### src/rtl/uart_pkg.sv
// Shared constants for the UART transmit peripheral:
// register offsets, STATUS bit positions and FSM state encoding.
package uart_pkg;

    localparam logic [1:0] REG_DATA   = 2'd0;
    localparam logic [1:0] REG_STATUS = 2'd1;
    localparam logic [1:0] REG_DIV    = 2'd2;
    localparam logic [1:0] REG_CTRL   = 2'd3;

    localparam int ST_FULL  = 0;
    localparam int ST_EMPTY = 1;
    localparam int ST_BUSY  = 2;
    localparam int ST_OVF   = 3;
    localparam int ST_CNT   = 4;

    typedef enum logic [1:0] {
        S_IDLE  = 2'd0,
        S_START = 2'd1,
        S_DATA  = 2'd2,
        S_STOP  = 2'd3
    } tx_state_e;

    // A zero divisor would never finish a bit, so it is stored as 1.
    function automatic logic [15:0] div_sanitize(input logic [15:0] v);
        return (v == 16'd0) ? 16'd1 : v;
    endfunction

endpackage

### src/rtl/sync_fifo.sv
// Single-clock FIFO with occupancy count; a push at full is
// accepted only when a pop frees a slot on the same edge.
module sync_fifo #(
    parameter int WIDTH = 8,
    parameter int DEPTH = 8
) (
    input  logic                       clk,
    input  logic                       rst,
    input  logic                       push,
    input  logic                       pop,
    input  logic [WIDTH-1:0]           wdata,
    output logic [WIDTH-1:0]           rdata,
    output logic                       full,
    output logic                       empty,
    output logic [$clog2(DEPTH):0]     count
);

    localparam int AW = $clog2(DEPTH);

    logic [WIDTH-1:0] mem_q [DEPTH];
    logic [AW-1:0]    wr_ptr_q, wr_ptr_d;
    logic [AW-1:0]    rd_ptr_q, rd_ptr_d;
    logic [AW:0]      count_q, count_d;
    logic             do_push, do_pop;

    assign full  = (count_q == (AW+1)'(DEPTH));
    assign empty = (count_q == '0);
    assign count = count_q;
    assign rdata = mem_q[rd_ptr_q];

    assign do_pop  = pop & ~empty;
    assign do_push = push & (~full | do_pop);

    always_comb begin
        wr_ptr_d = wr_ptr_q;
        rd_ptr_d = rd_ptr_q;
        count_d  = count_q;
        if (do_push) begin
            wr_ptr_d = wr_ptr_q + AW'(1);
        end
        if (do_pop) begin
            rd_ptr_d = rd_ptr_q + AW'(1);
        end
        if (do_push && !do_pop) begin
            count_d = count_q + (AW+1)'(1);
        end else if (do_pop && !do_push) begin
            count_d = count_q - (AW+1)'(1);
        end
    end

    always_ff @(posedge clk or posedge rst) begin
        if (rst) begin
            wr_ptr_q <= '0;
            rd_ptr_q <= '0;
            count_q  <= '0;
        end else begin
            wr_ptr_q <= wr_ptr_d;
            rd_ptr_q <= rd_ptr_d;
            count_q  <= count_d;
        end
    end

    always_ff @(posedge clk) begin
        if (do_push) begin
            mem_q[wr_ptr_q] <= wdata;
        end
    end

endmodule

### src/rtl/uart_tx_periph.sv
// Memory-mapped 8N1 UART transmitter: register file, FIFO,
// baud counter and frame FSM.
module uart_tx_periph
    import uart_pkg::*;
#(
    parameter int CLK_DIV    = 434,
    parameter int FIFO_DEPTH = 8
) (
    input  logic        CLK,
    input  logic        RST,
    input  logic        CS,
    input  logic        WE,
    input  logic [31:0] ADDR,
    input  logic [31:0] dataBus_Write,
    output logic [31:0] dataBus_Read,
    output logic        TX,
    output logic        IRQ
);

    localparam int AW = $clog2(FIFO_DEPTH);

    logic        wr, rd;
    logic [1:0]  a;
    logic        push, pop;
    logic        full, empty;
    logic [7:0]  head;
    logic [AW:0] fifo_count;
    logic        ovf_set;
    logic        busy;
    logic [31:0] status_w;

    logic [31:0] rdata_q, rdata_d;
    logic [15:0] div_q, div_d;
    logic        ctrl_q, ctrl_d;
    logic        ovf_q, ovf_d;

    tx_state_e   state_q, state_d;
    logic [15:0] baud_q, baud_d;
    logic [2:0]  bit_q, bit_d;
    logic [7:0]  shift_q, shift_d;
    logic [15:0] div_act_q, div_act_d;
    logic        tx_q, tx_d;
    logic        baud_done;

    logic        unused_ok;
    assign unused_ok = ^{ADDR[31:2], dataBus_Write[31:16]};

    assign wr   = CS & WE;
    assign rd   = CS & ~WE;
    assign a    = ADDR[1:0];
    assign push = wr && (a == REG_DATA);
    assign ovf_set = push & full & ~pop;
    assign busy = (state_q != S_IDLE);

    sync_fifo #(
        .WIDTH (8),
        .DEPTH (FIFO_DEPTH)
    ) u_fifo (
        .clk   (CLK),
        .rst   (RST),
        .push  (push),
        .pop   (pop),
        .wdata (dataBus_Write[7:0]),
        .rdata (head),
        .full  (full),
        .empty (empty),
        .count (fifo_count)
    );

    always_comb begin
        status_w = '0;
        status_w[ST_FULL]  = full;
        status_w[ST_EMPTY] = empty;
        status_w[ST_BUSY]  = busy;
        status_w[ST_OVF]   = ovf_q;
        status_w[ST_CNT +: 4] = 4'(fifo_count);
    end

    always_comb begin
        rdata_d = rdata_q;
        div_d   = div_q;
        ctrl_d  = ctrl_q;
        ovf_d   = ovf_q;
        if (wr && a == REG_DIV) begin
            div_d = div_sanitize(dataBus_Write[15:0]);
        end
        if (wr && a == REG_CTRL) begin
            ctrl_d = dataBus_Write[0];
        end
        if (rd) begin
            unique case (a)
                REG_DATA:   rdata_d = '0;
                REG_STATUS: rdata_d = status_w;
                REG_DIV:    rdata_d = {16'd0, div_q};
                REG_CTRL:   rdata_d = {31'd0, ctrl_q};
            endcase
        end
        // Set beats clear when both land on the same edge.
        if (ovf_set) begin
            ovf_d = 1'b1;
        end else if (rd && a == REG_STATUS) begin
            ovf_d = 1'b0;
        end
    end

    assign baud_done = (baud_q == div_act_q - 16'd1);

    always_comb begin
        state_d   = state_q;
        baud_d    = baud_q;
        bit_d     = bit_q;
        shift_d   = shift_q;
        div_act_d = div_act_q;
        tx_d      = tx_q;
        pop       = 1'b0;
        unique case (state_q)
            S_IDLE: begin
                tx_d = 1'b1;
                if (!empty) begin
                    pop       = 1'b1;
                    shift_d   = head;
                    div_act_d = div_q;
                    baud_d    = '0;
                    tx_d      = 1'b0;
                    state_d   = S_START;
                end
            end
            S_START: begin
                if (baud_done) begin
                    baud_d  = '0;
                    bit_d   = '0;
                    tx_d    = shift_q[0];
                    shift_d = shift_q >> 1;
                    state_d = S_DATA;
                end else begin
                    baud_d = baud_q + 16'd1;
                end
            end
            S_DATA: begin
                if (baud_done) begin
                    baud_d = '0;
                    if (bit_q == 3'd7) begin
                        tx_d    = 1'b1;
                        state_d = S_STOP;
                    end else begin
                        bit_d   = bit_q + 3'd1;
                        tx_d    = shift_q[0];
                        shift_d = shift_q >> 1;
                    end
                end else begin
                    baud_d = baud_q + 16'd1;
                end
            end
            S_STOP: begin
                if (baud_done) begin
                    baud_d = '0;
                    if (!empty) begin
                        pop       = 1'b1;
                        shift_d   = head;
                        div_act_d = div_q;
                        tx_d      = 1'b0;
                        state_d   = S_START;
                    end else begin
                        tx_d    = 1'b1;
                        state_d = S_IDLE;
                    end
                end else begin
                    baud_d = baud_q + 16'd1;
                end
            end
        endcase
    end

    always_ff @(posedge CLK or posedge RST) begin
        if (RST) begin
            rdata_q   <= '0;
            div_q     <= 16'(CLK_DIV);
            ctrl_q    <= 1'b0;
            ovf_q     <= 1'b0;
            state_q   <= S_IDLE;
            baud_q    <= '0;
            bit_q     <= '0;
            shift_q   <= '0;
            div_act_q <= 16'(CLK_DIV);
            tx_q      <= 1'b1;
        end else begin
            rdata_q   <= rdata_d;
            div_q     <= div_d;
            ctrl_q    <= ctrl_d;
            ovf_q     <= ovf_d;
            state_q   <= state_d;
            baud_q    <= baud_d;
            bit_q     <= bit_d;
            shift_q   <= shift_d;
            div_act_q <= div_act_d;
            tx_q      <= tx_d;
        end
    end

    assign dataBus_Read = rdata_q;
    assign TX  = tx_q;
    assign IRQ = ctrl_q & empty;

endmodule
### config.mk
export PLATFORM = sky130hd
export DESIGN_NAME = uart_tx_periph
export DESIGN_NICKNAME = d
export VERILOG_FILES = /design/src/rtl/uart_pkg.sv /design/src/rtl/sync_fifo.sv /design/src/rtl/uart_tx_periph.sv
export SDC_FILE = /design/constraint.sdc
export NUM_CORES = 1
export LEC_CHECK = 0
export BUFFER_PORTS_ARGS = -buffer_cell sky130_fd_sc_hd__buf_2
export CAP_MARGIN = 10
export CORE_ASPECT_RATIO = 0.8
export CORE_MARGIN = 3
export CORE_UTILIZATION = 35
export DETAILED_ROUTE_END_ITERATION = 10
export SLEW_MARGIN = 10
export SYNTH_ARGS = -nofsm -noshare
export SYNTH_HDL_FRONTEND = slang
export SYNTH_SLANG_ARGS = --single-unit
### constraint.sdc
create_clock -name CLK -period 7.1 [get_ports CLK]
set_input_delay 1.065 -clock CLK [delete_from_list [all_inputs] [get_ports CLK]]
set_output_delay 1.065 -clock CLK [all_outputs]
set_load 0.02 [all_outputs]
==> reports/qor.log <==
[status] run status finished, final reports clean
[yosys] most area-hungry cell type in the Yosys netlist dfrtp_1
[setup_path] required time reported for the critical path endpoint 7410 ps
[cells_and_area] multi-input logic area 0.00294 mm²
[placement] Port-buffer cells 39
[floorplanning] count of pins on the block boundary 102
[global_routing] GRT Resource Usage Total 14.2%
[setup_path] CP Max Fanout 13
[min_path] type of the tightest min-delay check flip-flop to flip-flop
[pwr] largest voltage drop on the vdd net 0.242 mV
[sta] number of max-slew violations in the final report 0
[placement] placed cell area 0.00774 mm²
[yosys] Yosys Warn Count 0
[yosys] number of enable-type register cells in the synthesized netlist 64
[floorplanning] die width 168 µm
[routing] total via count after detailed routing 4612
[sta] unrepaired setup endpoints after global routing no
[run] max-cap violation count 0
[yosys] synthesized area per cell 13.1 µm²
[cells_and_area] cell area after layout 0.00836 mm²
[routing] Vias/cell 5.25
[cells_and_area] register area 0.00419 mm²
[pwr] standby leakage power 3.44 nW
[pwr] Combinational Power Share 32.6%
[yosys] leading post-synthesis cells by cell area dfrtp_1 (27%), edfxtp_1 (26%), mux2_2 (5.1%)
[cells_and_area] share of cells above drive strength 1 25.6%
[setup_path] signal arrival time at the worst endpoint 4900 ps
[clock_network] number of clock buffers inserted by TritonCTS 17
[pwr] PnR Total Power 0.00341 W
[pwr] switching power total 0.00119 W
[yosys] synthesized cell area 0.00736 mm²
[placement] dpl ws 2540 ps
[floorplanning] core region area 0.0202 mm²
[cells_and_area] final-stage net count 683
[yosys] top_reg_cell synth dfrtp_1
[setup_path] Reg-to-Reg End u_fifo.count[3]
[clock_network] clock input transition at the sequential cells of the worst setup and hold paths 70 ps
[setup_path] register-to-register path setup slack 2510 ps
[setup_path] worst r2r src div_act_q[0]
[setup_path] startpoint-to-endpoint class of the critical path flip-flop to flip-flop
[setup_path] kind of launch point of the worst setup path flip-flop
[clock_network] clock latency on the worst-skew pair 430 ps
[routing] number of detailed-routing iterations run before antenna repair 4
[pwr] Switching Fraction 34.9%
[global_routing] wire length of the first global-routing pass 25.5 mm
[routing] DRC 0
[global_routing] number of global-route vias before repair 4650
[cells_and_area] number of inserted filler cells in the final layout 1849
[placement] estimated wirelength of the detail-placed design 10.8 mm
[routing] First DRT Iteration DRCs 307
[min_path] startpoint of the worst hold path dataBus_Read[14]
[sta] Period Utilization, post-route 64.6%
[setup_path] worst setup path start div_act_q[0]
[yosys] sequential-to-total area share from yosys stat 56.9%
[floorplanning] die area 0.0228 mm²
[floorplanning] effective utilization at floorplan 36.4%
[placement] final estimated routing congestion in global placement 0.781
[yosys] Synth async-reset ratio 58.4%
[sta] maximum frequency from static timing analysis 0.218 GHz
[floorplanning] die span in y 136 µm
[sta] Final Skew 14.2 ps
[setup_path] Worst setup endpoint u_fifo.count[3]
[clock_network] count of H-tree levels built during CTS 4
[clock_network] cells resized by post-CTS repair 0
[clock_network] CTS sink cnt 154
[sta] Rel. slew slack 21.2%
[pwr] power per cell area 408 mW/mm²
[routing] drt total wl 15.5 mm
[yosys] number of different library cells in the post-synthesis netlist 61
[cells_and_area] antenna diode instance count 0
[sta] Hold WS 503 ps
[clock_network] clock tree from TritonCTS done
[clock_network] buffers inserted by post-CTS timing repair 0
[sta] min cycle time layout 4590 ps
[global_routing] pin count of the biggest net entering global routing 77
[setup_path] crit path capture type flip-flop
[sta] final worst-path setup slack 2510 ps
[pwr] Clk network pwr share 27.1%
[floorplanning] number of placement rows 46
[routing] antenna viol nets, final 0
[sta] # setup viols final 0
[routing] per-cell routed wire length 17.6 µm
[clock_network] CTS Buffer Depth 2
[clock_network] cts hold-fix bufs 0
[sta] final-layout setup total negative slack 0 ps
[global_routing] global route total overflow 0
[pwr] internal power summed over all cells 0.00222 W
[setup_path] cells on worst reg2reg path 18
[yosys] flops & latches, synth 154
[clock_network] CTS root buf clkbuf_16
[yosys] number of instances in the synthesized netlist 562
[sta] Slew @ Worst Pin 1180 ps
[sta] count of endpoints failing hold in the final timing report 0
[yosys] top cell type's share of synthesized area 26.9%
[cells_and_area] synthesis-to-finish area growth 13.6%
[pwr] part of the total power dissipated in sequential elements 40.3%
[global_routing] number of antenna violations at the first check in global routing 0
## flip-flops by register name (all words and copies together), names as in the netlist, 4 cells and up
register      count
shift_q           8
div_act_q        16
u_fifo.mem_q     64
baud_q           16
u_fifo.count      4
div_q            16
dataBus_Read     16
## through the flow
stage,util [%],std cells
final,41.4,878
after detailed placement,38.3,845
after floorplan,-,577
after global placement,38.3,845
after CTS,41.3,877
after global routing,41.4,878
## worst max-delay path, cell delays in order (launching register included)
cell	delay, ps
dfrtp_1	430
inv_1	90
ha_1	260
nor3b_1	500
and4_1	270
o32a_1	150
o21a_1	140
and4b_4	260
and4_1	230
nor2_1	700
inv_1	110
ha_1	250
inv_1	120
ha_1	250
a21o_1	170
a21oi_1	190
xnor2_1	150
nor2_1	70
xor2_1	140
## placed cells by master (no fill, tap or decap), types with 9 or more instances in the layout
| cell | n |
|---|---|
| dfrtp_1 | 79 |
| nor2_1 | 15 |
| a21o_1 | 14 |
| a22o_1 | 12 |
| inv_1 | 12 |
| mux4_2 | 16 |
| nand3_1 | 11 |
| edfxtp_1 | 64 |
| ha_1 | 13 |
| nand2_1 | 38 |
| xor2_1 | 13 |
| conb_1 | 16 |
| dfstp_2 | 11 |
| mux2_2 | 33 |
| o21ai_0 | 39 |
| nor3_1 | 13 |
| nor3b_1 | 11 |
| clkbuf_16 | 17 |
| xnor2_1 | 13 |
| buf_2 | 39 |
| a22oi_1 | 9 |
| and3_1 | 10 |
| a21oi_1 | 9 |
## area by class of cell
cell class | instances | area share, %
flip-flops and latches | 154 | 50.1
multi-input cells | 369 | 35.1
clock buffers | 17 | 5.09
well taps | 264 | 3.95
repair buffers | 46 | 2.96
clock inverters | 15 | 2.13
inverters | 13 | 0.599
## routing by layer
layer	vias to the layer above	global-route usage (%)	share of wire [%]
met4	0	4.73	1.3
met5	-	0	0
met2	93	21.2	46
li1	2159	-	-
met1	2340	20.7	48
met3	20	3.06	4.4
## synthesized netlist by cell type (2+ instances only)
cell and count:
nand2_1 38, o22ai_1 2, mux2_4 8, mux2i_1 8, o21a_1 4, a22o_1 12, buf_6 3, nand2b_1 7
mux2_2 33, dfrtp_1 79, inv_1 13, buf_2 4, nor4_1 8, nand3_1 11, and4_1 3, ha_1 13
a22oi_1 9, o31a_1 2, or2_2 2, xnor2_1 13, nor3_1 13, nor3b_1 11, a2111oi_0 2, o21ai_0 39
edfxtp_1 64, nand4_1 4, a211o_1 2, buf_4 16, nor2b_1 3, and3_1 10, mux4_2 16, xor2_1 13
or3_1 3, dfstp_2 11, clkbuf_1 13, and2_1 2, nor4b_2 4, buf_1 5, o211a_1 2, a21o_1 14
nor2_1 15, a21oi_1 9
## worst min-delay path by stage
stage | end | slack (ps) | depth (start not counted)
CTS | dataBus_Read[13] | 500 | 1
detailed placement | dataBus_Read[14] | 490 | 1
floorplan | div_act_q[1] | 460 | 2
global route | dataBus_Read[12] | 520 | 1
global placement | dataBus_Read[1] | 470 | 2
finish | dataBus_Read[14] | 500 | 1
## logic make-up (layout without fill, tap and decap cells)
logic type / count (synthesis) / in the layout / synth area share (%)
AOI/OAI and AO/OA: 108 / 108 / 9.95
xor gates and xnor gates: 26 / 26 / 3.09
adders and majority gates: 14 / 14 / 2.48
buffers and inverters: 54 / 91 / 3.95
DFF: 154 / 154 / 56.9
muxes: 65 / 65 / 12.7
other: 1 / 16 / 0.0510
and+or+nand+nor: 140 / 140 / 10.9
## power groups by stage
stage	clock, W	combinational, W	sequential (W)
global placement	0	0.00107	0.00138
CTS	0.000943	0.00112	0.00138
global route	0.000984	0.00124	0.00141
floorplan	0	0.000975	0.00128
finish	0.000924	0.00111	0.00137
detailed placement	0	0.00111	0.00139
No activity file was read; power rests on OpenSTA's default activity.
